`src/rtl/wb_mtimer.sv`:
```
`default_nettype none
// ============================================================================
// Module   : wb_mtimer
// Purpose  : Wishbone B4 pipelined slave holding the RISC-V machine timer
//            (64-bit mtime / mtimecmp) with a programmable prescaler and a
//            registered level timer interrupt.
// Options  : `define WB_MTIMER_HI_LATCH_EN to make a MTIME_LO read capture
//            mtime[63:32] into a shadow that MTIME_HI reads return.
// Revision : 1.0 - initial release
// ============================================================================
module wb_mtimer #(
  parameter int          ADDR_W       = 5,
  parameter int          DIV_W        = 16,   // must not exceed 24 (CTRL[31:8])
  parameter logic [63:0] MTIMECMP_RST = 64'hFFFF_FFFF_FFFF_FFFF
) (
  input  logic              clk_i,
  input  logic              rst_i,
  input  logic              wb_cyc_i,
  input  logic              wb_stb_i,
  input  logic              wb_we_i,
  input  logic [ADDR_W-1:0] wb_adr_i,
  input  logic [3:0]        wb_sel_i,
  input  logic [31:0]       wb_dat_i,
  output logic [31:0]       wb_dat_o,
  output logic              wb_ack_o,
  output logic              wb_stall_o,
  output logic              irq_timer_o
);

  // Word indices inside the 32-byte register window
  localparam logic [ADDR_W-3:0] MTIME_LO_A    = (ADDR_W-2)'(0);
  localparam logic [ADDR_W-3:0] MTIME_HI_A    = (ADDR_W-2)'(1);
  localparam logic [ADDR_W-3:0] MTIMECMP_LO_A = (ADDR_W-2)'(2);
  localparam logic [ADDR_W-3:0] MTIMECMP_HI_A = (ADDR_W-2)'(3);
  localparam logic [ADDR_W-3:0] CTRL_A        = (ADDR_W-2)'(4);

  // Architectural state
  logic [63:0]      mtime, mtime_nxt;
  logic [63:0]      mtimecmp, mtimecmp_nxt;
  logic             en, en_nxt;
  logic [DIV_W-1:0] div, div_nxt;
  logic [DIV_W-1:0] pcount, pcount_nxt;
  logic             ack_pend, ack_pend_nxt;
  logic [31:0]      rdata, rdata_nxt;
  logic             irq, irq_nxt;
`ifdef WB_MTIMER_HI_LATCH_EN
  logic [31:0]      shadow, shadow_nxt;
`endif

  // Decode helpers
  logic              req, wr, rd;
  logic [ADDR_W-3:0] word;
  logic              tick;
  logic [63:0]       mtime_inc;
  logic [31:0]       ctrl_word, ctrl_merged;
  logic [31:0]       mtime_hi_rd;
  logic [31:0]       rd_mux;
  logic              unused_ok;

  // Replace the bytes of old_v whose lane enable is set with the bus data
  function automatic logic [31:0] merge_lanes(input logic [31:0] old_v,
                                               input logic [31:0] new_v,
                                               input logic [3:0]  sel);
    logic [31:0] res;
    for (int b = 0; b < 4; b++) begin
      res[8*b +: 8] = sel[b] ? new_v[8*b +: 8] : old_v[8*b +: 8];
    end
    return res;
  endfunction

  assign req       = wb_cyc_i & wb_stb_i;
  assign wr        = req & wb_we_i;
  assign rd        = req & ~wb_we_i;
  assign word      = wb_adr_i[ADDR_W-1:2];
  assign tick      = en && (pcount == div);
  assign mtime_inc = mtime + 64'd1;
  assign unused_ok = &{1'b0, wb_adr_i[1:0], ctrl_merged[7:1], ctrl_merged[31:8+DIV_W]};

`ifdef WB_MTIMER_HI_LATCH_EN
  assign mtime_hi_rd = shadow;
`else
  assign mtime_hi_rd = mtime[63:32];
`endif

  // CTRL register image as seen by the bus, and its lane-merged write value
  always_comb begin
    ctrl_word             = '0;
    ctrl_word[0]          = en;
    ctrl_word[8 +: DIV_W] = div;
  end

  assign ctrl_merged = merge_lanes(ctrl_word, wb_dat_i, wb_sel_i);

  // Read mux: values as they stand before the acceptance edge
  always_comb begin
    rd_mux = '0;
    case (word)
      MTIME_LO_A:    rd_mux = mtime[31:0];
      MTIME_HI_A:    rd_mux = mtime_hi_rd;
      MTIMECMP_LO_A: rd_mux = mtimecmp[31:0];
      MTIMECMP_HI_A: rd_mux = mtimecmp[63:32];
      CTRL_A:        rd_mux = ctrl_word;
      default:       rd_mux = '0;
    endcase
  end

  // Next-state: counting, bus writes (which win over the increment), response
  always_comb begin
    mtime_nxt    = tick ? mtime_inc : mtime;
    mtimecmp_nxt = mtimecmp;
    en_nxt       = en;
    div_nxt      = div;
    ack_pend_nxt = req;
    rdata_nxt    = rd ? rd_mux : 32'h0;

    if (tick) begin
      pcount_nxt = '0;
    end else if (en) begin
      pcount_nxt = pcount + DIV_W'(1);
    end else begin
      pcount_nxt = pcount;
    end

`ifdef WB_MTIMER_HI_LATCH_EN
    shadow_nxt = shadow;
    if (rd && (word == MTIME_LO_A)) begin
      shadow_nxt = mtime[63:32];
    end
`endif

    if (wr) begin
      case (word)
        // A half-write suppresses the whole increment: no carry into the other half
        MTIME_LO_A: mtime_nxt = {mtime[63:32], merge_lanes(mtime[31:0], wb_dat_i, wb_sel_i)};
        MTIME_HI_A: begin
          mtime_nxt = {merge_lanes(mtime[63:32], wb_dat_i, wb_sel_i), mtime[31:0]};
`ifdef WB_MTIMER_HI_LATCH_EN
          shadow_nxt = merge_lanes(mtime[63:32], wb_dat_i, wb_sel_i);
`endif
        end
        MTIMECMP_LO_A: mtimecmp_nxt[31:0]  = merge_lanes(mtimecmp[31:0], wb_dat_i, wb_sel_i);
        MTIMECMP_HI_A: mtimecmp_nxt[63:32] = merge_lanes(mtimecmp[63:32], wb_dat_i, wb_sel_i);
        CTRL_A: begin
          en_nxt     = ctrl_merged[0];
          div_nxt    = ctrl_merged[8 +: DIV_W];
          pcount_nxt = '0;
        end
        default: ;
      endcase
    end

    irq_nxt = (mtime_nxt >= mtimecmp_nxt);
  end

  // State registers with asynchronous reset
  always_ff @(posedge clk_i or posedge rst_i) begin
    if (rst_i) begin
      mtime    <= '0;
      mtimecmp <= MTIMECMP_RST;
      en       <= 1'b1;
      div      <= '0;
      pcount   <= '0;
      ack_pend <= 1'b0;
      rdata    <= '0;
      irq      <= 1'b0;
`ifdef WB_MTIMER_HI_LATCH_EN
      shadow   <= '0;
`endif
    end else begin
      mtime    <= mtime_nxt;
      mtimecmp <= mtimecmp_nxt;
      en       <= en_nxt;
      div      <= div_nxt;
      pcount   <= pcount_nxt;
      ack_pend <= ack_pend_nxt;
      rdata    <= rdata_nxt;
      irq      <= irq_nxt;
`ifdef WB_MTIMER_HI_LATCH_EN
      shadow   <= shadow_nxt;
`endif
    end
  end

  // An ack is dropped when the master has abandoned the cycle
  assign wb_ack_o    = ack_pend & wb_cyc_i;
  assign wb_dat_o    = wb_ack_o ? rdata : 32'h0;
  assign wb_stall_o  = 1'b0;
  assign irq_timer_o = irq;

endmodule
`default_nettype wire

```
`config.mk`:
```
export PLATFORM = sky130hd
export DESIGN_NAME = wb_mtimer
export DESIGN_NICKNAME = d
export VERILOG_FILES = /design/src/rtl/wb_mtimer.sv
export SDC_FILE = /design/constraint.sdc
export NUM_CORES = 1
export LEC_CHECK = 0
export ABC_CLOCK_PERIOD_IN_PS = 8940
export BUFFER_PORTS_ARGS = -buffer_cell sky130_fd_sc_hd__buf_4
export CAP_MARGIN = 20
export CORE_MARGIN = 3
export CORE_UTILIZATION = 43
export DETAILED_ROUTE_END_ITERATION = 8
export PLACE_DENSITY_LB_ADDON = 0.05
export SYNTH_ARGS = -nofsm -noshare
export SYNTH_HDL_FRONTEND = slang
export SYNTH_SLANG_ARGS = --single-unit
```
`constraint.sdc`:
```
create_clock -name clk_i -period 8.94 [get_ports clk_i]
set_clock_uncertainty 0.2 [all_clocks]
set_input_delay 1.341 -clock clk_i [delete_from_list [all_inputs] [get_ports clk_i]]
set_output_delay 1.341 -clock clk_i [all_outputs]
set_load 0.05 [all_outputs]
```
Yosys cells after proc, flatten, opt, wreduce, memory -nomap -nowiden. Index checks and enable logic that the tools add are counted.

Bits in registers: 195. Input bits: 46. Output and inout bits: 35. Logic and storage cells: 56.

Add/subtract/negate cells: 2. Order comparisons: 1. Equal/unequal tests: 5. Mux-type cells: 29. Bitwise gates (word level): 5. Reductions and logical operators: 5.

Operator list (number): $mux W64 (3); $pmux W32 S5 (1); $mux W32 (4); $mux W8 (16); $pmux W64 S2 (1); $add A64 B1 Y64 const B (1); $ge A64 B64 Y1 (1); $mux W16 (4); $add A16 B1 Y16 const B (1); $eq A16 B16 Y1 (1); $reduce_and A3 Y1 (3); $eq A3 B2 Y1 const B (2); $and A1 B1 Y1 (4); $eq A3 B1 Y1 const B (1); $eq A3 B3 Y1 const B (1); $logic_not A3 Y1 (1); $logic_and A1 B1 Y1 (1); $not A1 Y1 (1).

Depth between registers and ports, before layout. Gate-level depths: netlist (run 1).

Word-level depth: 6. Gate-level depth with buffers: 18. Mapped depth without buffers: 16.

Worst setup path after synthesis (run 1). Ideal clock, no wire load.

Path type: input to register. Start point: input wb_cyc_i. End point: register irq (netlist: irq_timer_o). Setup time: 95 ps. Arrival: 4605 ps. Data required time: 8645 ps. Path slack: 4039 ps. Stages on the path: 17. Buffers on the path: 5. Cells stage by stage: and2_1 -> clkbuf_1 -> nand2_1 -> nor3_1 -> clkbuf_1 -> clkbuf_1 -> clkbuf_1 -> clkbuf_1 -> a31oi_1 -> ha_1 -> nand4_1 -> a211o_1 -> or4_1 -> a31oi_1 -> nor4_1 -> o21a_1 -> o31ai_1.

Word-level cells in the longest chain between the ends: 4. Elaborated cells on any way between the ends: 5. Classes of those cells: order compare (1); mux (2); bitwise (2).

Ends and longest elaborated chain: start, declared (RTL line 18) `input logic wb_cyc_i,`; $and A1 B1 Y1 (RTL line 71) `assign req = wb_cyc_i & wb_stb_i;`; via ack_pend_nxt (RTL line 43) `logic ack_pend, ack_pend_nxt;`; $and A1 B1 Y1 (RTL line 72) `assign wr = req & wb_we_i;`; $mux W64 (RTL line 131) `if (wr) begin`; via mtime_nxt[8] (RTL line 38) `logic [63:0] mtime, mtime_nxt;`; $ge A64 B64 Y1 (RTL line 152) `irq_nxt = (mtime_nxt >= mtimecmp_nxt);`; via irq_nxt (RTL line 45) `logic irq, irq_nxt;`; end signal, assigned (RTL line 177) `irq <= irq_nxt;`; end, declared (RTL line 45).

The timed path passes the listed nets, and every way through them passes these cells. A chain may end at the register's enable or synchronous reset.

Worst setup path in the final report (run 1).
Start point: input wb_adr_i[3]. End point: register irq (netlist: irq_timer_o).

Word-level cells in the longest chain between the ends: 4. Elaborated cells on any way between the ends: 10. Classes of those cells: order compare (1); eq/ne (3); mux (5); reduce/logical (1).

Ends and longest elaborated chain: start, declared (RTL line 21) `input logic [ADDR_W-1:0] wb_adr_i,`; $eq A3 B2 Y1 (RTL line 132) `case (word)`; $mux W32 (RTL line 132); $mux W64 (RTL line 131); via mtimecmp_nxt[30] (RTL line 39) `logic [63:0] mtimecmp, mtimecmp_nxt;`; $ge A64 B64 Y1 (RTL line 152); via irq_nxt (RTL line 45).

The timed path passes the listed nets, and every way through them passes these cells.

==> results by group, run 1 <==
Outcome
  – Status: finished clean

Logic synthesis
  – Simple-gate share of the synthesized area: 19.70%
  – Top_reg_cell synth: dfrtp_1
  – Yosys top cell area share: a little over a quarter
  – Post-synthesis cell count: around 1300
  – Synth Area in Compound Gates: a little over an eighth
  – Syn avg cell area: between 9 and 10 sq um
  – Mux contribution to synthesized area: 11.81%
  – Most frequent cell after synthesis: dfrtp_1
  – Post-synth EDFFs: 0
  – Synth cell types: just over 60
  – Area leader, netlist: dfrtp_1
  – Syn_nets: between 1000 and 1500
  – Synth Area in Adders: approximately 6.8%
  – Async SR Flop Fraction: 100.0%
  – Post-Syn Area: about 0.012 sq mm
  – #FFs+latches synth: between 150 and 200
  – Synth cell count leaders: dfrtp_1 (130), nand2_1 (104), nor2_1 (78)
  – Synth Warn #: 0
  – Largest family of logic cells by synthesized area: simple AND/OR/NAND/NOR gates
  – Sequential-to-total area share from yosys stat: between 40% and 50%
  – Synth Area in XOR/XNOR: under 10%
  – Leading post-synthesis cells by cell area: dfrtp_1 (27%), dfstp_2 (14%), ha_1 (6.8%)

Die
  – Top Ports: 81
  – # rows: 61
  – Die Span Y: roughly 170 microns
  – Die area: between 0.03 and 0.04 sq mm
  – Die Width: 174.5 microns
  – Initial Util: approximately 44%
  – Core footprint: approximately 0.028 sq mm

Setup path
  – Worst Setup EP: irq_timer_o
  – R2R Path End: irq_timer_o
  – Worst EP arrival: between 6000 and 7000 ps
  – CP Capture Type: flip-flop
  – Worst EP required: a little over 9000 ps
  – R2R Setup Slk: 3500 ps
  – Origin of the critical flop-to-flop path: pcount[11]
  – Crit path from: wb_adr_i[3]
  – CP Max Fanout: 41
  – R2R cell count: 16
  – Crit path launch type: input port
  – Crit Path Category: in2reg

Drt
  – # DRC: 0
  – Drt total wl: 38160 microns
  – DRT Pass-1 Iters: 5
  – Drt via density: around 5.9
  – Antenna viol nets, final: 0
  – DR vias: slightly above 10000
  – Routed len/inst: 22.22 microns
  – Starting DRT DRC Count: 901

Power
  – Leak: between 5 and 6 nW
  – Combinational share of power: between 20% and 30%
  – Sw Share: roughly 34%
  – Internal power: between 1.5 and 2 mW
  – Clk pwr share: a little under a third
  – Flop pwr share: a little under half
  – Pwr per Cell Area: approximately 190 mW/mm^2
  – Switch Pwr: roughly 0.90 mW
  – Power Total: 2.622 mW
  – Maximum vdd drop: roughly 0.12 mV

Clock network
  – Clock transition at path regs: ~80 ps
  – Cts hold-fix bufs: 0
  – Post-CTS Resized: 0
  – CTS tree: built
  – Post-CTS Repair Setup Buffers: 0
  – Max Buffers Root-to-Sink: 2
  – Root Buffer: clkbuf_16
  – H-Tree Depth: 4
  – Clk_lat worst skew: 440 ps
  – CTS Buf Count: 17
  – # clock sinks: between 150 and 200

Place
  – Dpl cells: 1685
  – Port bufs: 77
  – Gp weighted congestion: around 0.93
  – Detailed placer's ending HPWL: approximately 28000 microns

Final layout
  – Final std cells w/o fill: between 1500 and 2000
  – FF/Latch Area: ~0.0050 sq mm
  – Nets: 1438
  – Diode count: 0
  – Footprint of the multi-input gates: 0.006735 sq mm
  – Layout cells sized above 1: 21.28%
  – Fillers: around 2600
  – Area growth syn-to-layout: 12.51%

Global route
  – Antenna violations before repair: 0
  – Met3 Use GR: approximately 3.5%
  – Global-route wire length before repair: 59750 microns
  – Largest net degree at the start of global routing: between 100 and 150
  – Global Route Usage Sum: between 20% and 30%
  – GRT overflow: 0
  – Vias in the first global route: roughly 10000
  – Grt peak-use layer: met2
  – Met1 GRT Util: between 30% and 40%
  – GR Util met2: 39.59%

Timing
  – Setup TNS: 0 ps
  – Fin. Hold Viols: 0
  – Max Freq: about 0.16 GHz
  – Final setup vio count: 0
  – Slew Viols, Final: 0
  – Worst-margin pin slew: 1150 ps
  – Worst hold margin: between 300 and 400 ps
  – Fin crit share: around 70%
  – RSZ-0062 raised after global routing: false
  – Post-layout minimum cycle time: around 6300 ps
  – Normalized max-slew margin: between 20% and 30%

Job
  – Max-cap viol count: 0

Worst hold path
  – Worst min-delay path class: reg2reg
## sequential cells by signal, indices dropped and copies added (netlist names)
signal / cells
en: 1
mtimecmp: 64
irq_timer_o: 1
mtime: 64
ack_pend: 1
pcount: 16
div: 16
rdata: 32
## power groups by stage
stage | combinational (mW) | sequential, mW | clock [mW]
4_1_cts | 0.622 | 1.21 | 0.810
6_report | 0.619 | 1.21 | 0.791
2_1_floorplan | 0.453 | 1.16 | 0
5_1_grt | 0.700 | 1.24 | 0.839
3_5_place_dp | 0.617 | 1.22 | 0
3_3_place_gp | 0.609 | 1.22 | 0
## placed cells by master, fill, tap and decap left out, types with 21 or more instances in the layout
master / Yosys / layout
a21oi_1: 66 / 66
nand3_1: 59 / 58
mux2i_1: 36 / 36
inv_1: 75 / 74
and3_1: 53 / 53
nand4_1: 41 / 41
nor2_1: 78 / 78
dfrtp_1: 130 / 130
dfstp_2: 65 / 65
xor2_1: 33 / 33
buf_4: 1 / 92
o21ai_0: 57 / 57
nor3_1: 29 / 26
nand2_1: 104 / 104
mux2_2: 66 / 66
a22oi_1: 28 / 28
nor2b_1: 21 / 21
ha_1: 66 / 66
## stage by stage
step                utilization (%)  instance area [sq um]  worst slack [ps]
floorplan                         -                  12200              2194
global placement              47.20                  13150              2365
detailed placement            47.20                  13150              2295
CTS                           49.29                  13730              2723
global route                  49.29                  13730              2544
finish                        49.29                  13730              2685
## logic make-up (layout without fill, tap and decap cells)
kind of cell / count (synthesis) / count (layout)
and+or+nand+nor: 465 / 465
AOI/OAI and AO/OA: 250 / 250
DFF: 195 / 195
buffers and inverters: 139 / 199
muxes: 117 / 117
adders and majority gates: 66 / 66
xor gates and xnor gates: 46 / 46
other: 1 / 1
## final cells by class
type,count,share of cell area (%)
Multi-Input combinational cell,945,49.05
Sequential cell,195,36.13
Timing Repair Buffer,92,5.030
Tap cell,378,3.445
Clock buffer,19,3.226
Inverter,75,2.105
Clock inverter,13,1.011
## worst min-delay path by stage
| stage | startpoint | end | slack [ps] | depth (start not counted) |
|---|---|---|---|---|
| 3_3_place_gp | mtimecmp[23] | mtimecmp[23] | 320 | 1 |
| 6_report | mtimecmp[23] | mtimecmp[23] | 330 | 1 |
| 2_1_floorplan | div[15] | div[15] | 290 | 2 |
| 3_5_place_dp | mtimecmp[23] | mtimecmp[23] | 320 | 1 |
| 4_1_cts | mtimecmp[23] | mtimecmp[23] | 330 | 1 |
| 5_1_grt | mtimecmp[23] | mtimecmp[23] | 350 | 1 |
## worst max-delay path, cell delays in order
cell and delay [ps]:
buf_4 570, inv_1 210, nor4_1 1010, nand2_1 570, mux2_2 380, inv_1 40, ha_1 300, nand4_1 180
nor4_1 570, nand3_1 340, a31oi_1 310, nor4_1 120, o21a_1 220, o31ai_1 210
## metal layers
metal	share of wire, %	vias to the layer above	wire length [microns]
li1	-	4785	-
met1	47	5035	17980
met2	46	331	17360
met3	4.9	52	1856
met4	2.5	0	959
met5	0	-	0
No activity file was read; power rests on OpenSTA's default activity.
==> inputs of run 2 (changes only) <==
--- a/config.mk
+++ b/config.mk
@@ -5,7 +5,8 @@
 export SDC_FILE = /design/constraint.sdc
 export NUM_CORES = 1
 export LEC_CHECK = 0
-export ABC_CLOCK_PERIOD_IN_PS = 8940
+export ABC_AREA = 1
+export ABC_CLOCK_PERIOD_IN_PS = 5670
 export BUFFER_PORTS_ARGS = -buffer_cell sky130_fd_sc_hd__buf_4
 export CAP_MARGIN = 20
 export CORE_MARGIN = 3
==> constraint.sdc (replaced) <==
create_clock -name clk_i -period 5.67 [get_ports clk_i]
set_clock_uncertainty 0.2 [all_clocks]
set_input_delay 0.8505 -clock clk_i [delete_from_list [all_inputs] [get_ports clk_i]]
set_output_delay 0.8505 -clock clk_i [all_outputs]
set_load 0.05 [all_outputs]
==> run 2 against run 1 <==
Sequential share of layout area down 4.8 points; register-to-register slack got worse by 1900 ps; non-clock buffer count rose by 6; final cell count rose by 51%; combinational power increased to 2.8 times the previous value; setup slack worse by 1100 ps; via count up 41%; sequential cell count unchanged; critical path depth increased by 8; utilization down 0.81 points; die area rose by 16%; global-route usage rose by 5.5 points.
==> results by group, run 2 <==
Setup path
  – Crit path launch type: flip-flop
  – R2R Path End: irq_timer_o
  – R2R cell count: 22
  – CP top delay family: simple AND/OR/NAND/NOR gates
  – CP Max Fanout: 23
  – Worst Setup EP: irq_timer_o
  – Crit-path cells: inv_1, nand2_1, nand2_1, nor2_1, nand3_1, nor2_1, nand2_1, nor2_4, nand2_1, nand3_1, o21ai_1, ha_1, nand2_1, inv_1, o21ai_0, nand2_1, nand2_1, nand3_1, a21oi_1, nand2_1, nand2_1, nand3_1
  – Critical Path Stages: 22
  – Critical Path Most Common Cell: nand2_1
  – WP buf/inv: 2
  – CP max stage delay: ~560 ps
  – Worst EP required: around 5800 ps
  – Origin of the critical flop-to-flop path: div[12]
  – Crit Path Category: reg2reg
  – Worst EP arrival: about 4200 ps
  – Critical path's slowest cell: nor2_4
  – Crit path from: div[12]
  – CP Capture Type: flip-flop
  – R2R Setup Slk: 1610 ps

Logic synthesis
  – Yosys top cell area share: about 23%
  – Synth Area in XOR/XNOR: 2.641%
  – Async SR Flop Fraction: 100.0%
  – Largest family of logic cells by synthesized area: simple AND/OR/NAND/NOR gates
  – Synth Area in Compound Gates: approximately 17%
  – Top_reg_cell synth: dfrtp_1
  – Syn_nets: around 2200
  – Leading post-synthesis cells by cell area: dfrtp_1 (23%), nand2_1 (15%), dfstp_2 (12%)
  – Post-synth EDFFs: 0
  – #FFs+latches synth: about 200
  – Synth cell types: 43
  – Synth Area in Adders: between 5 and 6%
  – Sequential-to-total area share from yosys stat: a little over a third
  – Area leader, netlist: dfrtp_1
  – Mux contribution to synthesized area: 0%
  – Synth Warn #: 0
  – Simple-gate share of the synthesized area: 29.63%
  – Syn avg cell area: 6.826 sq um
  – Most frequent cell after synthesis: nand2_1
  – Post-Syn Area: roughly 0.014 sq mm
  – Synth cell count leaders: nand2_1 (562), nor2_1 (286), inv_1 (273)
  – Post-synthesis cell count: roughly 2100

Power
  – Sw Share: about 40%
  – Flop pwr share: between 40 and 50%
  – Switch Pwr: between 2 and 2.5 mW
  – Combinational share of power: 34.8%
  – Leak: roughly 7.4 nW
  – Clk pwr share: between 20% and 30%
  – Maximum vdd drop: around 0.23 mV
  – Internal power: 2.952 mW
  – Pwr per Cell Area: roughly 310 mW/mm^2

Timing
  – RSZ-0062 raised after global routing: false
  – Post-layout minimum cycle time: between 4000 and 5000 ps
  – Final worst setup slack: ~1600 ps
  – Normalized max-slew margin: approximately 33%
  – Worst-margin pin slew: about 1000 ps
  – Fin crit share: approximately 72%
  – Setup TNS: 0 ps
  – Slew Viols, Final: 0
  – Fin. Hold Viols: 0
  – Final setup vio count: 0
  – Max Freq: 0.2461 GHz

Die
  – Top Ports: 81
  – # rows: 66
  – Die Span Y: 188.1 microns
  – Die Width: 188.1 microns
  – Core footprint: 0.03262 sq mm
  – Initial Util: approximately 44%
  – Die area: 0.03538 sq mm

Global route
  – Largest net degree at the start of global routing: 150
  – GRT overflow: 0
  – Vias in the first global route: approximately 13000
  – Global-route wire length before repair: ~80000 microns
  – Antenna violations before repair: 2
  – Global Route Usage Sum: ~31%

Clock network
  – Post-CTS Repair Setup Buffers: 0
  – H-Tree Depth: 4
  – Root Buffer: clkbuf_16
  – Max Buffers Root-to-Sink: 2
  – Cts hold-fix bufs: 0
  – CTS tree: built
  – Clk_lat worst skew: approximately 460 ps
  – Post-CTS Resized: 0
  – # clock sinks: about 200
  – CTS Buf Count: 17
  – Clock transition at path regs: ~70 ps

Final layout
  – Top flop regs: mtime: 64 flops, mtimecmp: 64 flops, rdata: 32 flops
  – Post-route cell area: between 0.015 and 0.02 sq mm
  – Commonest non-fill, non-tap cell in the layout: nand2_1
  – Most frequent cells in the layout: nand2_1 (561), nor2_1 (286), inv_1 (271), a21oi_1 (130), dfrtp_1 (130)
  – Layout cells sized above 1: between 10% and 20%
  – Fillers: 3410
  – Diode count: 0
  – Nets: roughly 2200
  – Area growth syn-to-layout: 10.88%
  – Final std cells w/o fill: ~2600

Drt
  – Drt via density: between 5 and 6
  – # DRC: 0
  – Antenna viol nets, final: 0
  – DR vias: between 10000 and 15000
  – DRT Pass-1 Iters: 6
  – Drt total wl: approximately 54000 microns
  – Starting DRT DRC Count: about 1300
  – Routed len/inst: 20.99 microns

Job
  – Max-cap viol count: 0

Place
  – Detailed placer's ending HPWL: between 40000 and 50000 microns
  – Gp weighted congestion: 1.018
  – Dpl cells: 2555
  – Port bufs: 77
  – Cell Area, Placed: 0.01525 sq mm
  – Setup slack at placement: about 1300 ps

Worst hold path
  – Hold Startpoint: mtimecmp[61]
  – Worst min-delay path class: reg2reg

Outcome
  – Status: finished clean
==> run 2: cell count changes after synthesis, sizes merged, moves of 21 or more <==
cell	delta
nand2	+460
nor2	+232
inv	+216
mux2	-66
a21oi	+64
a221oi	+62
o22ai	+59
and3	-52
o21ai	+37
mux2i	-36
nor2b	-21
==> run 2: worst min-delay path: stages, from the launching register on <==
cell and delay (ps):
dfstp_2 370, nand2_1 50, o21ai_1 70
==> run 2: worst min-delay path by stage <==
stage               slack, ps  cells past startpoint            to
finish                    300                      2  mtimecmp[61]
CTS                       300                      2   mtimecmp[1]
global route              320                      2   mtimecmp[1]
floorplan                 260                      2   mtimecmp[0]
detailed placement        290                      2   mtimecmp[1]
global placement          280                      2  mtimecmp[41]
==> run 2: layout make-up <==
| type | instances | area [sq um] | share of cell area (%) |
|---|---|---|---|
| clock buffers | 26 | 489.2 | 3.094 |
| clock inverters | 6 | 68.82 | 0.4352 |
| inverters | 291 | 1097 | 6.940 |
| multi-input cells | 1529 | 7881 | 49.85 |
| flip-flops and latches | 195 | 4961 | 31.38 |
| well taps | 442 | 553.0 | 3.498 |
| repair buffers | 98 | 760.7 | 4.811 |
==> run 2: power by group through the flow <==
stage                     logic [mW]  registers, mW  clock network (mW)
after global routing            1.97           2.06                1.30
final                           1.73           2.02                1.22
after detailed placement        1.71           2.04                   0
after global placement          1.68           2.03                   0
after CTS                       1.72           2.01                1.25
after floorplan                 1.24           1.93                   0
==> run 2: logic make-up (layout without fill, tap and decap cells) <==
| logic type | Yosys count | count (layout) |
|---|---|---|
| AOI/OAI and AO/OA | 396 | 396 |
| and+or+nand+nor | 1023 | 1023 |
| adders and majority gates | 66 | 66 |
| xor gates and xnor gates | 43 | 43 |
| DFF | 195 | 195 |
| buffers and inverters | 365 | 421 |
| other | 1 | 1 |
==> run 2: layer usage <==
layer	GRT usage, %	wire (microns)	vias to the layer above
li1	-	-	6938
met1	44.53	25160	6803
met2	46.42	23460	575
met3	5.702	4091	86
met4	10.19	1578	2
met5	0	8	-
==> run 2: stage by stage <==
stage | hold slack [ps] | power [mW] | util [%]
final | 297.2 | 4.973 | 48.47
after global routing | 319.1 | 5.328 | 48.47
after CTS | 299.6 | 4.976 | 48.47
after detailed placement | 288.3 | 3.741 | 46.76
after global placement | 283.3 | 3.712 | 46.76
after floorplan | 264.1 | 3.173 | -
